--- src/rtl/mem_cmd_arbiter.sv ---
// mem_cmd_arbiter: merges the local (game control) and remote (interboard)
// command streams into one serialized stream towards memory handle.
// Each source feeds a small FIFO, since neither source can be stalled.
// A three-state FSM grants one command at a time and enforces a gap
// after each issued command.
// Optional build macro: MEM_ARB_REMOTE_PRIORITY_EN. When defined, the remote
// FIFO always wins a tie. When undefined, ties alternate round-robin.
//
// state   | meaning
// --------+-------------------------------------------------------------
// S_IDLE  | waiting for a non-empty FIFO while memory is not busy
// S_ISSUE | mem_en high for exactly one cycle, command on mem_* fields
// S_GAP   | forced idle cycles after a command, counted by gap_cnt_q
module mem_cmd_arbiter #(
    parameter int FIFO_DEPTH = 2,
    parameter int GAP        = 4
) (
    input  logic       clk,
    input  logic       rst,
    input  logic       ctrl_en,
    input  logic       ctrl_move_dir,
    input  logic [3:0] ctrl_msg_type,
    input  logic [4:0] ctrl_block_x,
    input  logic [2:0] ctrl_block_y,
    input  logic [5:0] ctrl_card,
    input  logic [2:0] ctrl_sel_len,
    input  logic       interboard_en,
    input  logic       interboard_move_dir,
    input  logic [3:0] interboard_msg_type,
    input  logic [4:0] interboard_block_x,
    input  logic [2:0] interboard_block_y,
    input  logic [5:0] interboard_card,
    input  logic [2:0] interboard_sel_len,
    input  logic       interboard_rst,
    input  logic       mem_busy,
    output logic       mem_en,
    output logic       mem_src,
    output logic       mem_move_dir,
    output logic [3:0] mem_msg_type,
    output logic [4:0] mem_block_x,
    output logic [2:0] mem_block_y,
    output logic [5:0] mem_card,
    output logic [2:0] mem_sel_len,
    output logic       local_pending,
    output logic       remote_pending,
    output logic [1:0] overflow
);

    localparam int PW = $clog2(FIFO_DEPTH);
    localparam int CW = PW + 1;
    localparam int GW = (GAP < 2) ? 1 : $clog2(GAP);

    typedef enum logic [1:0] {S_IDLE, S_ISSUE, S_GAP} state_t;

    state_t         state_q;
    logic [GW-1:0]  gap_cnt_q;
    logic           mem_en_q;
    logic           mem_src_q;
    logic [21:0]    mem_pl_q;
    logic           last_src_q;
    logic [1:0]     overflow_q;
    logic           l_pend_q, r_pend_q;

    logic [21:0]    l_mem_q [FIFO_DEPTH];
    logic [21:0]    r_mem_q [FIFO_DEPTH];
    logic [PW-1:0]  l_wp_q, l_rp_q, r_wp_q, r_rp_q;
    logic [CW-1:0]  l_cnt_q, r_cnt_q, l_cnt_d, r_cnt_d;

    logic           clr;
    logic           l_ne, r_ne, l_full, r_full;
    logic           grant, grant_r;
    logic           l_pop, r_pop, l_push, r_push, l_drop, r_drop;
    logic [21:0]    l_pl, r_pl;

    assign l_pl = {ctrl_move_dir, ctrl_msg_type, ctrl_block_x,
                   ctrl_block_y, ctrl_card, ctrl_sel_len};
    assign r_pl = {interboard_move_dir, interboard_msg_type, interboard_block_x,
                   interboard_block_y, interboard_card, interboard_sel_len};

    // Grant decision, FIFO push/pop qualification and next occupancy.
    always_comb begin
        clr    = rst | interboard_rst;
        l_ne   = (l_cnt_q != '0);
        r_ne   = (r_cnt_q != '0);
        l_full = (l_cnt_q == CW'(FIFO_DEPTH));
        r_full = (r_cnt_q == CW'(FIFO_DEPTH));
        grant  = (state_q == S_IDLE) && !mem_busy && (l_ne || r_ne);
`ifdef MEM_ARB_REMOTE_PRIORITY_EN
        grant_r = r_ne;
`else
        grant_r = r_ne && (!l_ne || !last_src_q);
`endif
        l_pop   = grant && !grant_r;
        r_pop   = grant && grant_r;
        // A full FIFO still accepts a push when its head leaves in the same cycle.
        l_push  = ctrl_en && (!l_full || l_pop);
        r_push  = interboard_en && (!r_full || r_pop);
        l_drop  = ctrl_en && l_full && !l_pop;
        r_drop  = interboard_en && r_full && !r_pop;
        l_cnt_d = l_cnt_q + CW'(l_push) - CW'(l_pop);
        r_cnt_d = r_cnt_q + CW'(r_push) - CW'(r_pop);
    end

    // FIFO storage; contents need no reset because the pointers define validity.
    always_ff @(posedge clk) begin
        if (!clr && l_push) l_mem_q[l_wp_q] <= l_pl;
        if (!clr && r_push) r_mem_q[r_wp_q] <= r_pl;
    end

    // FIFO pointers, occupancy, pending flags and sticky overflow.
    always_ff @(posedge clk) begin
        if (clr) begin
            l_wp_q     <= '0;
            l_rp_q     <= '0;
            r_wp_q     <= '0;
            r_rp_q     <= '0;
            l_cnt_q    <= '0;
            r_cnt_q    <= '0;
            l_pend_q   <= 1'b0;
            r_pend_q   <= 1'b0;
            overflow_q <= 2'b00;
        end else begin
            if (l_push) l_wp_q <= l_wp_q + 1'b1;
            if (l_pop)  l_rp_q <= l_rp_q + 1'b1;
            if (r_push) r_wp_q <= r_wp_q + 1'b1;
            if (r_pop)  r_rp_q <= r_rp_q + 1'b1;
            l_cnt_q    <= l_cnt_d;
            r_cnt_q    <= r_cnt_d;
            l_pend_q   <= (l_cnt_d != '0);
            r_pend_q   <= (r_cnt_d != '0);
            overflow_q <= overflow_q | {r_drop, l_drop};
        end
    end

    // Issue FSM with registered command outputs.
    always_ff @(posedge clk) begin
        if (clr) begin
            state_q    <= S_IDLE;
            gap_cnt_q  <= '0;
            mem_en_q   <= 1'b0;
            mem_src_q  <= 1'b0;
            mem_pl_q   <= '0;
            last_src_q <= 1'b1;
        end else begin
            case (state_q)
                S_IDLE: begin
                    mem_en_q <= 1'b0;
                    if (grant) begin
                        state_q    <= S_ISSUE;
                        mem_en_q   <= 1'b1;
                        mem_src_q  <= grant_r;
                        last_src_q <= grant_r;
                        mem_pl_q   <= grant_r ? r_mem_q[r_rp_q] : l_mem_q[l_rp_q];
                    end
                end
                S_ISSUE: begin
                    mem_en_q <= 1'b0;
                    if (GAP == 0) begin
                        state_q <= S_IDLE;
                    end else begin
                        state_q   <= S_GAP;
                        gap_cnt_q <= GW'(GAP - 1);
                    end
                end
                S_GAP: begin
                    mem_en_q <= 1'b0;
                    if (gap_cnt_q == '0) state_q <= S_IDLE;
                    else                 gap_cnt_q <= gap_cnt_q - 1'b1;
                end
                default: begin
                    state_q  <= S_IDLE;
                    mem_en_q <= 1'b0;
                end
            endcase
        end
    end

    assign mem_en         = mem_en_q;
    assign mem_src        = mem_src_q;
    assign {mem_move_dir, mem_msg_type, mem_block_x,
            mem_block_y, mem_card, mem_sel_len} = mem_pl_q;
    assign local_pending  = l_pend_q;
    assign remote_pending = r_pend_q;
    assign overflow       = overflow_q;

endmodule
--- config.mk ---
export PLATFORM = sky130hd
export DESIGN_NAME = mem_cmd_arbiter
export DESIGN_NICKNAME = d
export VERILOG_FILES = /design/src/rtl/mem_cmd_arbiter.sv
export SDC_FILE = /design/constraint.sdc
export NUM_CORES = 1
export LEC_CHECK = 0
export CAP_MARGIN = 10
export CORE_UTILIZATION = 54
export CTS_BUF_LIST = sky130_fd_sc_hd__clkbuf_8 sky130_fd_sc_hd__clkbuf_16
export DETAILED_ROUTE_END_ITERATION = 12
export HOLD_SLACK_MARGIN = 0.1
export PLACE_DENSITY = 0.8
export SYNTH_ARGS = -nofsm -noshare
export SYNTH_HDL_FRONTEND = slang
export SYNTH_SLANG_ARGS = --single-unit
--- constraint.sdc ---
create_clock -name clk -period 7.9 [get_ports clk]
set_input_delay 1.58 -clock clk [delete_from_list [all_inputs] [get_ports clk]]
set_output_delay 1.58 -clock clk [all_outputs]
set_load 0.05 [all_outputs]
==> reports/qor.yml, run 1 <==
hold_depth: 2
synth_fa_ha_area_share_pct: 1.265
p_comb_share_pct: 6.8
root_buffer: "clkbuf_8"
synthesis.nets: 388
cts_tree: "yes"
grt_max_degree: 37
synth_xor_area_share_pct: 0.7085
crit_path_start_kind: "input pin"
grt_overflow: 0
grt_pass1_vias: 3074
synth.avg_cell_area_um2: 14.85
required_ns: 8.29
firstDrtPassIters: 9
path_max_fanout: 25
num_rows: 34
rrSetupSlack_ns: 5.34
syn_area_um2: 4945
synth_top_family_by_area: "multiplexers"
swShare_pct: 21.17
fin_setup_tns_ns: 0
final.setup_skew_ns: 0.007529
viasPerCell: 5.559
core_area_um2: 8806
rsz0062_at_grt: "false"
reg2regPathDepth: 9
criticalPathCategory: "input pin to flop"
die_h_um: 97.69
slew_violations: 0
drtIter0Drc: 160
ys_ff_latch: 131
numCtsBuffers: 17
drive_gt1_share_pct: 20.14
cp.arrival_ns: 3.99
hold_viol_final: 0
yosysWarnings: 0
wire_per_inst_um: 18.23
outcome: "finished, violations left"
post_cts_buffers: 0
clk_pin_slew_ns: 0.06
io_buffer_count: 77
synth_compound_area_share_pct: 8.679
placed_area_um2: 5803
initial_core_util_pct: 56.15
synth_ff_type: "edfxtp_1"
setup_viol: 0
power.switching_uw: 337.5
place_congestion: 0.7131
antenna_found_initial: 0
hold_start: "mem_pl_q[5]$_SDFFE_PP0P_"
pin_count: 78
rr_endpoint: "remote_pending$_SDFF_PP0_"
slew_headroom_pct: 21.62
die_w_um: 97.69
intPower_uw: 1257
areaGrowthSynthToFinish_pct: 28.95
violations: "design-rule violations"
syn_inst: 333
maxCapViolCount: 0
hold_path_end: "mem_pl_q[5]$_SDFFE_PP0P_"
hold_buffers: 0
hpwl_mm: 5.911
seq_power_share_pct: 47.6
synthDistinctLibCells: 28
antenna_cells: 0
vias: 3002
p_clk_share_pct: 45.6
cts.repair.resized: 0
critPathCaptureType: "flop"
synth_edf_count: 88
clk_latency_ns: 0.51
antenna_left: 0
ir_drop_mv: 0.1647
reg2reg_from: "state_q[1]$_SDFFE_PP0P_"
finalNetCount: 474
cts_sinks: 131
p_per_area_nw_per_um2: 250.1
grt_use_total_pct: 21.93
tightest_slew_ns: 1.174
synth_mux_area_share_pct: 10.63
min_path_type: "flop to flop"
fin_area_um2: 6376
min_period_over_period_pct: 45.56
grt_pass1_wl_mm: 15.33
drt_wl_total_mm: 9.843
synth_seq_area_share_pct: 70.85
leakage_uw: 0.002149
period_needed_ns: 3.599
clock.fmax_mhz: 277.8
drc_errors: 10
synth_simple_gate_area_share_pct: 5.617
ys_async_sr_fraction_pct: 0
h-tree-depth: 4
clock_path_buffers: 2
die_area_um2: 9543
## stage by stage
stage | hold WS, ns | worst slack, ns | utilization [%] | power, µW | instances
4_1_cts | 0.4516 | 4.286 | 72.24 | 1604 | 539
5_1_grt | 0.4797 | 4.178 | 72.41 | 1642 | 540
3_5_place_dp | 0.4435 | 3.760 | 65.90 | 879.6 | 507
2_1_floorplan | 0.4383 | 3.702 | - | 829.8 | 333
6_report | 0.4497 | 4.301 | 72.41 | 1594 | 540
3_3_place_gp | 0.4386 | 3.852 | 65.90 | 875.4 | 507
## Yosys cell counts, drive strengths merged, types with 2 or more instances
library cell,instances,share of area (%)
a22oi,22,3.3
mux2i,3,0.61
nand2,28,2.1
a21oi,29,2.9
inv,7,0.53
ha,5,1.3
xnor2,2,0.35
nor3,5,0.73
xor2,2,0.35
and2,4,0.51
mux2,44,10
nand2b,4,0.51
clkbuf,7,0.53
or2,3,0.38
nor2,16,1.2
o21ai,7,0.71
dfxtp,43,17
edfxtp,88,53
buf,7,1.2
o211a,2,0.71
## per-layer routing
| layer | global-route usage, % | up-vias | wire length [µm] |
|---|---|---|---|
| met3 | 5.468 | 17 | 507 |
| met4 | 11.07 | 0 | 175 |
| met5 | 0 | - | 0 |
| li1 | - | 1412 | - |
| met1 | 24.78 | 1471 | 3821 |
| met2 | 38.52 | 102 | 5337 |
## sequential cells by signal (all words and copies together) (netlist names), named ones only
signal / count
l_mem_q: 44
gap_cnt_q: 2
local_pending: 1
mem_pl_q: 22
r_rp_q: 1
mem_en: 1
l_cnt_q: 2
mem_src: 1
l_wp_q: 1
remote_pending: 1
l_rp_q: 1
r_mem_q: 44
r_wp_q: 1
state_q: 2
last_src_q: 1
overflow: 2
r_cnt_q: 2
## logic make-up after synthesis
logic type,after synthesis
AO/OA/AOI/OAI,64
XOR/XNOR,4
adder cells (fa/ha/maj),5
buffers and inverters,21
flip-flops,131
multiplexers,47
AND/OR/NAND/NOR,61
## how the worst max path moves through the flow
stage	start	endpoint	slack, ns	cells after the start
after CTS	mem_busy	l_mem_q[0][9]$_DFFE_PP_	4.29	5
final	mem_busy	remote_pending$_SDFF_PP0_	4.30	10
after global placement	mem_busy	r_mem_q[0][6]$_DFFE_PP_	3.85	5
after global routing	mem_busy	remote_pending$_SDFF_PP0_	4.18	10
after detailed placement	mem_busy	l_mem_q[0][6]$_DFFE_PP_	3.76	5
after floorplan	mem_busy	l_mem_q[1][0]$_DFFE_PP_	3.70	4
## layout by cell type, fill, tap and decap left out, types with 5 or more instances in the layout
cell type        count
edfxtp_1            88
clkdlybuf4s50_1     77
mux2_2              44
dfxtp_1             43
a21oi_1             29
nand2_1             28
a22oi_1             22
clkbuf_16           16
nor2_1              14
inv_1                8
o21ai_0              7
ha_1                 5
clkinv_2             5
## layout make-up
type | instances | area [µm²]
sequential | 131 | 3503
timing repair buffer | 81 | 808.3
inverter | 7 | 26.28
clock buffer | 19 | 441.7
multi-input combinational | 181 | 1345
clock inverter | 13 | 116.4
fill | 562 | 2430
tap | 108 | 135.1
## worst max-delay path, stage by stage
cell and delay, ns:
clkdlybuf4s50_1 0.44, nor3_4 0.31, o211a_4 0.44, ha_1 0.29, inv_1 0.06, ha_1 0.15
xor2_1 0.19, and2_1 0.16, nor3_1 0.05, or2_2 0.31
## power groups by stage
| stage | Clock (µW) | Sequential (µW) | Combinational [µW] |
|---|---|---|---|
| after detailed placement | 0 | 772 | 107 |
| after floorplan | 0 | 784 | 46.3 |
| after CTS | 736 | 758 | 109 |
| final | 728 | 758 | 108 |
| after global placement | 0 | 771 | 104 |
| after global routing | 766 | 760 | 117 |
Note: power is estimated with default switching activity, not from simulation.
==> run 2, diff against run 1 <==
--- a/config.mk
+++ b/config.mk
@@ -6,11 +6,11 @@
 export NUM_CORES = 1
 export LEC_CHECK = 0
 export CAP_MARGIN = 10
-export CORE_UTILIZATION = 54
+export CORE_UTILIZATION = 53
 export CTS_BUF_LIST = sky130_fd_sc_hd__clkbuf_8 sky130_fd_sc_hd__clkbuf_16
 export DETAILED_ROUTE_END_ITERATION = 12
 export HOLD_SLACK_MARGIN = 0.1
-export PLACE_DENSITY = 0.8
+export PLACE_DENSITY = 0.79
 export SYNTH_ARGS = -nofsm -noshare
 export SYNTH_HDL_FRONTEND = slang
 export SYNTH_SLANG_ARGS = --single-unit
==> constraint.sdc (replaced) <==
create_clock -name clk -period 3.6 [get_ports clk]
set_input_delay 0.72 -clock clk [delete_from_list [all_inputs] [get_ports clk]]
set_output_delay 0.72 -clock clk [all_outputs]
set_load 0.05 [all_outputs]
==> run 2 against run 1 <==
Compared with the run above:
- the flow now finishes without violations
- worst hold slack improved by 0.0028 ns
- combinational power is 120% higher
- global-route usage about the same
- sequential power is 120% higher
- largest cell class unchanged
- critical path depth is 1 higher
- utilization grew 0.49 points
- critical endpoint unchanged
- sequential cell count unchanged
- first-iteration DRC count unchanged
- die area is 1.9% higher
- routed wire length shrank 0.41%
- via count down 0.93%
==> reports/qor.yml, run 2 (synthesis gave the netlist of run 1 again) <==
outcome: "complete, no violations"
grt_pass1_wl_mm: 15.77  # +2.8%
cp.arrival_ns: 3.12  # -0.87 ns
post-place-ws_ns: 0.3882  # -3.372 ns
final_common_cell: "edfxtp_1"
min_path_type: "flop to flop"
core_area_um2: 8891  # +0.97%
hpwl_mm: 5.980  # +1.2%
drt_wl_total_mm: 9.803  # -0.41%
crit_buf_inv: 2  # unchanged
cts_sinks: 131  # unchanged
slew_violations: 0  # unchanged
firstDrtPassIters: 4  # -5
p_per_area_nw_per_um2: 562.0  # +120%
maxCapViolCount: 0  # unchanged
ir_drop_mv: 0.3311  # +100%
die_w_um: 98.59  # +0.92%
grt_overflow: 0  # unchanged
place_congestion: 0.7579  # +6.3%
critPathCaptureType: "flop"
required_ns: 3.99  # -4.30 ns
wire_per_inst_um: 17.92  # -1.7%
slowest_delay_ns: 0.44  # about the same
grt_use_total_pct: 21.94  # about the same
clock_path_buffers: 2  # unchanged
post_cts_buffers: 0  # unchanged
die_area_um2: 9720  # +1.9%
antenna_found_initial: 0  # unchanged
path_common_cell: "ha_1"
setup_viol: 0  # unchanged
slew_headroom_pct: 28.13  # +6.5 points
hold_viol_final: 0  # unchanged
root_buffer: "clkbuf_8"
initial_core_util_pct: 55.61  # -0.54 points
period_needed_ns: 2.730
rrSetupSlack_ns: 1.05  # -4.29 ns
top_usage_layer: "met2"
reg2regPathDepth: 10  # +1
tightest_slew_ns: 1.077  # -0.09796 ns
leakage_uw: 0.002198  # +2.3%
hold_buffers: 0  # unchanged
drtIter0Drc: 160  # unchanged
path_delay_family: "simple AND/OR/NAND/NOR gates"
cp_slowest_cell: "clkdlybuf4s50_1"
antenna_cells: 0  # unchanged
cts.repair.resized: 0  # unchanged
hold_path_end: "mem_pl_q[4]$_SDFFE_PP0P_"
grt_max_degree: 37  # unchanged
rr_endpoint: "remote_pending$_SDFF_PP0_"
areaGrowthSynthToFinish_pct: 31.07
hold_start: "mem_pl_q[4]$_SDFFE_PP0P_"
antenna_left: 0  # unchanged
cts_tree: "yes"
met1_usage_pct: 27.05  # +2.3 points
final.setup_skew_ns: 0.007469  # -0.00005979 ns
clk_pin_slew_ns: 0.06  # about the same
fin_setup_tns_ns: 0  # unchanged
clock.fmax_mhz: 366.3
io_buffer_count: 77  # unchanged
drc_errors: 0  # -10
min_period_over_period_pct: 75.83
h-tree-depth: 4  # unchanged
grtUsageMet3_pct: 5.106  # -0.36 points
vias: 2974  # -0.93%
die_h_um: 98.59  # +0.92%
gr-usage-met2_pct: 36.73  # -1.8 points
rsz0062_at_grt: "false"
reg.largest.list: "l_mem_q (44), r_mem_q (44), mem_pl_q (22)"
finalNetCount: 481  # +1.5%
drive_gt1_share_pct: 22.10  # +2.0 points
layout_common_cells: "edfxtp_1 (88), clkdlybuf4s50_1 (77), mux2_2 (44), dfxtp_1 (43), a21oi_1 (29)"
hold_depth: 2  # unchanged
num_rows: 34  # unchanged
grt_pass1_vias: 3133  # +1.9%
pin_count: 78  # unchanged
finalWorstSetupSlack_ns: 0.8701  # -3.431 ns
viasPerCell: 5.437  # -2.2%
crit_path_start_kind: "input pin"
reg2reg_from: "state_q[1]$_SDFFE_PP0P_"
clk_latency_ns: 0.50  # about the same
path_max_fanout: 7  # -72%
numCtsBuffers: 17  # unchanged
criticalPathCategory: "input pin to flop"
path_cells: "clkdlybuf4s50_1 > nor3_4 > a21oi_1 > nand2b_1 > ha_1 > inv_1 > ha_1 > xor2_1 > and2_1 > nor3_1 > or2_2"
[run 2: cell count changes in the layout (fill, tap and decap cells not counted), sizes merged]
cell | before | now
buf | 4 | 11
bufinv | 2 | 4
clkbuf | 19 | 17
clkinv | 9 | 6
clkinvlp | 1 | 4
[run 2: per-stage QoR]
step,hold WS [ns],total power [µW],utilization [%],instance area (µm²),std cells
detailed placement,0.4427,1934,66.09,5876,515
floorplan,0.4383,1821,-,4945,333
global placement,0.4400,1926,66.09,5876,515
global route,0.4740,3753,72.90,6481,547
finish,0.4526,3642,72.90,6481,547
CTS,0.4508,3666,72.90,6481,547
[run 2: report_power, final]
part | internal, µW | switching [µW]
sequential | 1640 | 21.3
clock | 1120 | 621
combinational | 115 | 127
total | 2870 | 769
[run 2: worst max path at each step]
stage               slack [ns]  cells after the start                   endpoint     start
floorplan                 0.26                      4    l_mem_q[1][0]$_DFFE_PP_  mem_busy
detailed placement        0.39                     11  remote_pending$_SDFF_PP0_  mem_busy
global route              0.74                     11  remote_pending$_SDFF_PP0_  mem_busy
CTS                       0.89                     11  remote_pending$_SDFF_PP0_  mem_busy
finish                    0.87                     11  remote_pending$_SDFF_PP0_  mem_busy
global placement          0.47                     11   local_pending$_SDFF_PP0_  mem_busy
[run 2: routing by layer]
layer,vias up,share of wire [%]
met4,0,0.99
met1,1443,41
li1,1425,-
met2,97,52
met3,9,5.3
met5,-,0
[run 2: tightest hold or removal path, stage by stage (launching register included)]
cell and delay [ns]:
dfxtp_1 0.31, nand2_1 0.05, a21oi_1 0.05
[run 2: final cells by class]
cell class / count / area [µm²]
multi-input combinational: 181 / 1345
clock buffer: 17 / 414.1
fill: 548 / 2410
clock inverter: 15 / 191.4
tap: 108 / 135.1
timing repair buffer: 88 / 865.8
sequential: 131 / 3503
inverter: 7 / 26.28
==> run 3, diff against run 2 <==
--- a/config.mk
+++ b/config.mk
@@ -6,11 +6,11 @@
 export NUM_CORES = 1
 export LEC_CHECK = 0
 export CAP_MARGIN = 10
-export CORE_UTILIZATION = 53
+export CORE_UTILIZATION = 48
 export CTS_BUF_LIST = sky130_fd_sc_hd__clkbuf_8 sky130_fd_sc_hd__clkbuf_16
 export DETAILED_ROUTE_END_ITERATION = 12
 export HOLD_SLACK_MARGIN = 0.1
-export PLACE_DENSITY = 0.79
+export PLACE_DENSITY = 0.75
 export SYNTH_ARGS = -nofsm -noshare
 export SYNTH_HDL_FRONTEND = slang
 export SYNTH_SLANG_ARGS = --single-unit
==> constraint.sdc (replaced) <==
create_clock -name clk -period 2.2 [get_ports clk]
set_input_delay 0.44 -clock clk [delete_from_list [all_inputs] [get_ports clk]]
set_output_delay 0.44 -clock clk [all_outputs]
set_load 0.05 [all_outputs]
==> run 3 against run 2 <==
Compared with the run above:
- utilization decreased by 3.9 points
- routed wire length increased by 8.6%
- combinational power increased by 93%
- largest power group unchanged
- sequential cell count unchanged
- largest cell class unchanged
- critical path depth decreased by 1
- clock skew increased by 0.0060 ns
- sequential power increased by 63%
- clock power increased by 63%
- global-route usage decreased by 0.91 points
==> reports/qor.yml, run 3 (synthesis gave the netlist of run 1 again) <==
outcome: "complete, no violations"
n_fill_cell: 670  # +22%
hold_start: "mem_pl_q[7]$_SDFFE_PP0P_"
grt_pass1_vias: 3190  # +1.8%
period_needed_ns: 2.156
num_rows: 36  # +5.9%
finalNetCount: 503  # +4.6%
initial_core_util_pct: 50.13  # -5.5 points
viasPerCell: 5.234  # -3.7%
path_cells: "nor3_4 > a21oi_2 > nand2b_4 > ha_1 > inv_2 > ha_4 > xor2_2 > and2_4 > nor3_2 > or2_4"
hpwl_mm: 6.602  # +10%
required_ns: 2.59  # -1.40 ns
wire_per_inst_um: 17.93  # about the same
drt_wl_total_mm: 10.65  # +8.6%
pin_count: 78  # unchanged
clock_path_buffers: 2  # unchanged
drtIter0Drc: 168  # +5.0%
swShare_pct: 21.20  # +0.10 points
antenna_cells: 0  # unchanged
h-tree-depth: 4  # unchanged
die_h_um: 103.5  # +5.0%
critPathCaptureType: "flop"
hold_buffers: 0  # unchanged
die_area_um2: 10710  # +10%
grt_use_total_pct: 21.02  # -0.91 points
place_congestion: 0.7755  # +2.3%
firstDrtPassIters: 4  # unchanged
p_per_area_nw_per_um2: 883.3  # +57%
grt_max_degree: 25  # -32%
ir_drop_mv: 0.5020  # +52%
layout_common_cells: "edfxtp_1 (88), clkdlybuf4s50_1 (76), mux2_2 (44), dfxtp_1 (40), buf_4 (29)"
core_area_um2: 9864  # +11%
maxCapViolCount: 0  # unchanged
fin_setup_tns_ns: 0  # unchanged
cts_tree: "yes"
final_common_cell: "edfxtp_1"
reg.largest.list: "l_mem_q (44), r_mem_q (44), mem_pl_q (22)"
seq_area_um2: 3510  # +0.18%
criticalPathCategory: "flop to flop"
min_period_over_period_pct: 98.01
root_buffer: "clkbuf_8"
path_max_fanout: 5  # -2
finalPower_uw: 6014  # +65%
setup_viol: 0  # unchanged
slew_headroom_pct: 62.92  # +35 points
slowest_delay_ns: 0.35  # -0.09 ns
min_path_type: "flop to flop"
io_buffer_count: 77  # unchanged
p_comb_share_pct: 7.8  # +1.2 points
reg2reg_from: "state_q[0]$_SDFFE_PP0P_"
crit_path_start_kind: "flop"
multi_input_area_um2: 1446  # +7.5%
tightest_slew_ns: 0.5544  # -0.5221 ns
final.setup_skew_ns: 0.01349  # +0.006017 ns
drive_gt1_share_pct: 29.50  # +7.4 points
p_clk_share_pct: 47.2  # -0.5 points
clk_pin_slew_ns: 0.06  # about the same
antenna_found_initial: 0  # unchanged
vias: 3109  # +4.5%
areaGrowthSynthToFinish_pct: 37.70
antenna_left: 0  # unchanged
die_w_um: 103.5  # +5.0%
cp.arrival_ns: 2.55  # -0.57 ns
numCtsBuffers: 17  # unchanged
grt_pass1_wl_mm: 16.11  # +2.2%
seq_power_share_pct: 45.1  # -0.6 points
power.switching_uw: 1275  # +66%
leakage_uw: 0.002333  # +6.2%
intPower_uw: 4739  # +65%
drc_errors: 0  # unchanged
hold_viol_final: 0  # unchanged
cts_sinks: 131  # unchanged
startpoint: "state_q[0]$_SDFFE_PP0P_"
cp_slowest_cell: "dfxtp_4"
clk_latency_ns: 0.51  # about the same
slew_violations: 0  # unchanged
grt_overflow: 0  # unchanged
clock.fmax_mhz: 463.8
-- run 3: worst paths after layout --
path / cells after the start / end / slack, ns
worst min register to register: 2 / mem_pl_q[7]$_SDFFE_PP0P_ / 0.45
worst min-delay path: 2 / mem_pl_q[7]$_SDFFE_PP0P_ / 0.45
worst max-delay path: 10 / remote_pending$_SDFF_PP0_ / 0.04
worst max register to register: 10 / remote_pending$_SDFF_PP0_ / 0.04
-- run 3: what timing repair did --
item	CTS	global route
buffers inserted	2	3
pin swaps	4	5
setup endpoints to repair	1	2
gates resized for setup	7	13
gates cloned	0	0
-- run 3: worst max-delay path, delay by kind of cell, from the launching register on --
family | cells | cell delay (ns)
buffers and inverters | 1 | 0.07
AND/OR/NAND/NOR | 5 | 0.91
AO/OA/AOI/OAI | 1 | 0.12
adder cells (fa/ha/maj) | 2 | 0.42
flip-flops | 1 | 0.35
XOR/XNOR | 1 | 0.16
-- run 3: final cells by class --
class / count / share of cell area [%]
timing repair buffer: 110 / 15.55
tap: 133 / 2.444
clock buffer: 17 / 6.082
sequential: 131 / 51.54
multi-input combinational: 181 / 21.24
clock inverter: 15 / 2.756
inverter: 7 / 0.3859
-- run 3: power groups by stage --
stage	logic (µW)	registers (µW)	clock network [µW]
2_1_floorplan	174	2810	0
3_3_place_gp	430	2760	0
3_5_place_dp	440	2760	0
4_1_cts	450	2710	2880
5_1_grt	497	2720	2990
6_report	466	2710	2840
-- run 3: metal layers --
| layer | track usage [%] | wire length, µm |
|---|---|---|
| met3 | 5.511 | 447 |
| met1 | 25.89 | 4505 |
| met4 | 7.042 | 55 |
| met2 | 36.07 | 5640 |
| met5 | 0 | 0 |
-- run 3: stage by stage --
stage               area, µm²  std cells  hold WS, ns  util, %  setup WS [ns]
floorplan                4990        333       0.4385        -        -0.1618
global placement         6096        557       0.4388    61.80        -0.4853
detailed placement       6096        557       0.4442    61.80        -0.5917
CTS                      6725        591       0.4523    68.18        0.01066
global route             6809        594       0.4690    69.03       -0.05070
finish                   6809        594       0.4491    69.03        0.04372
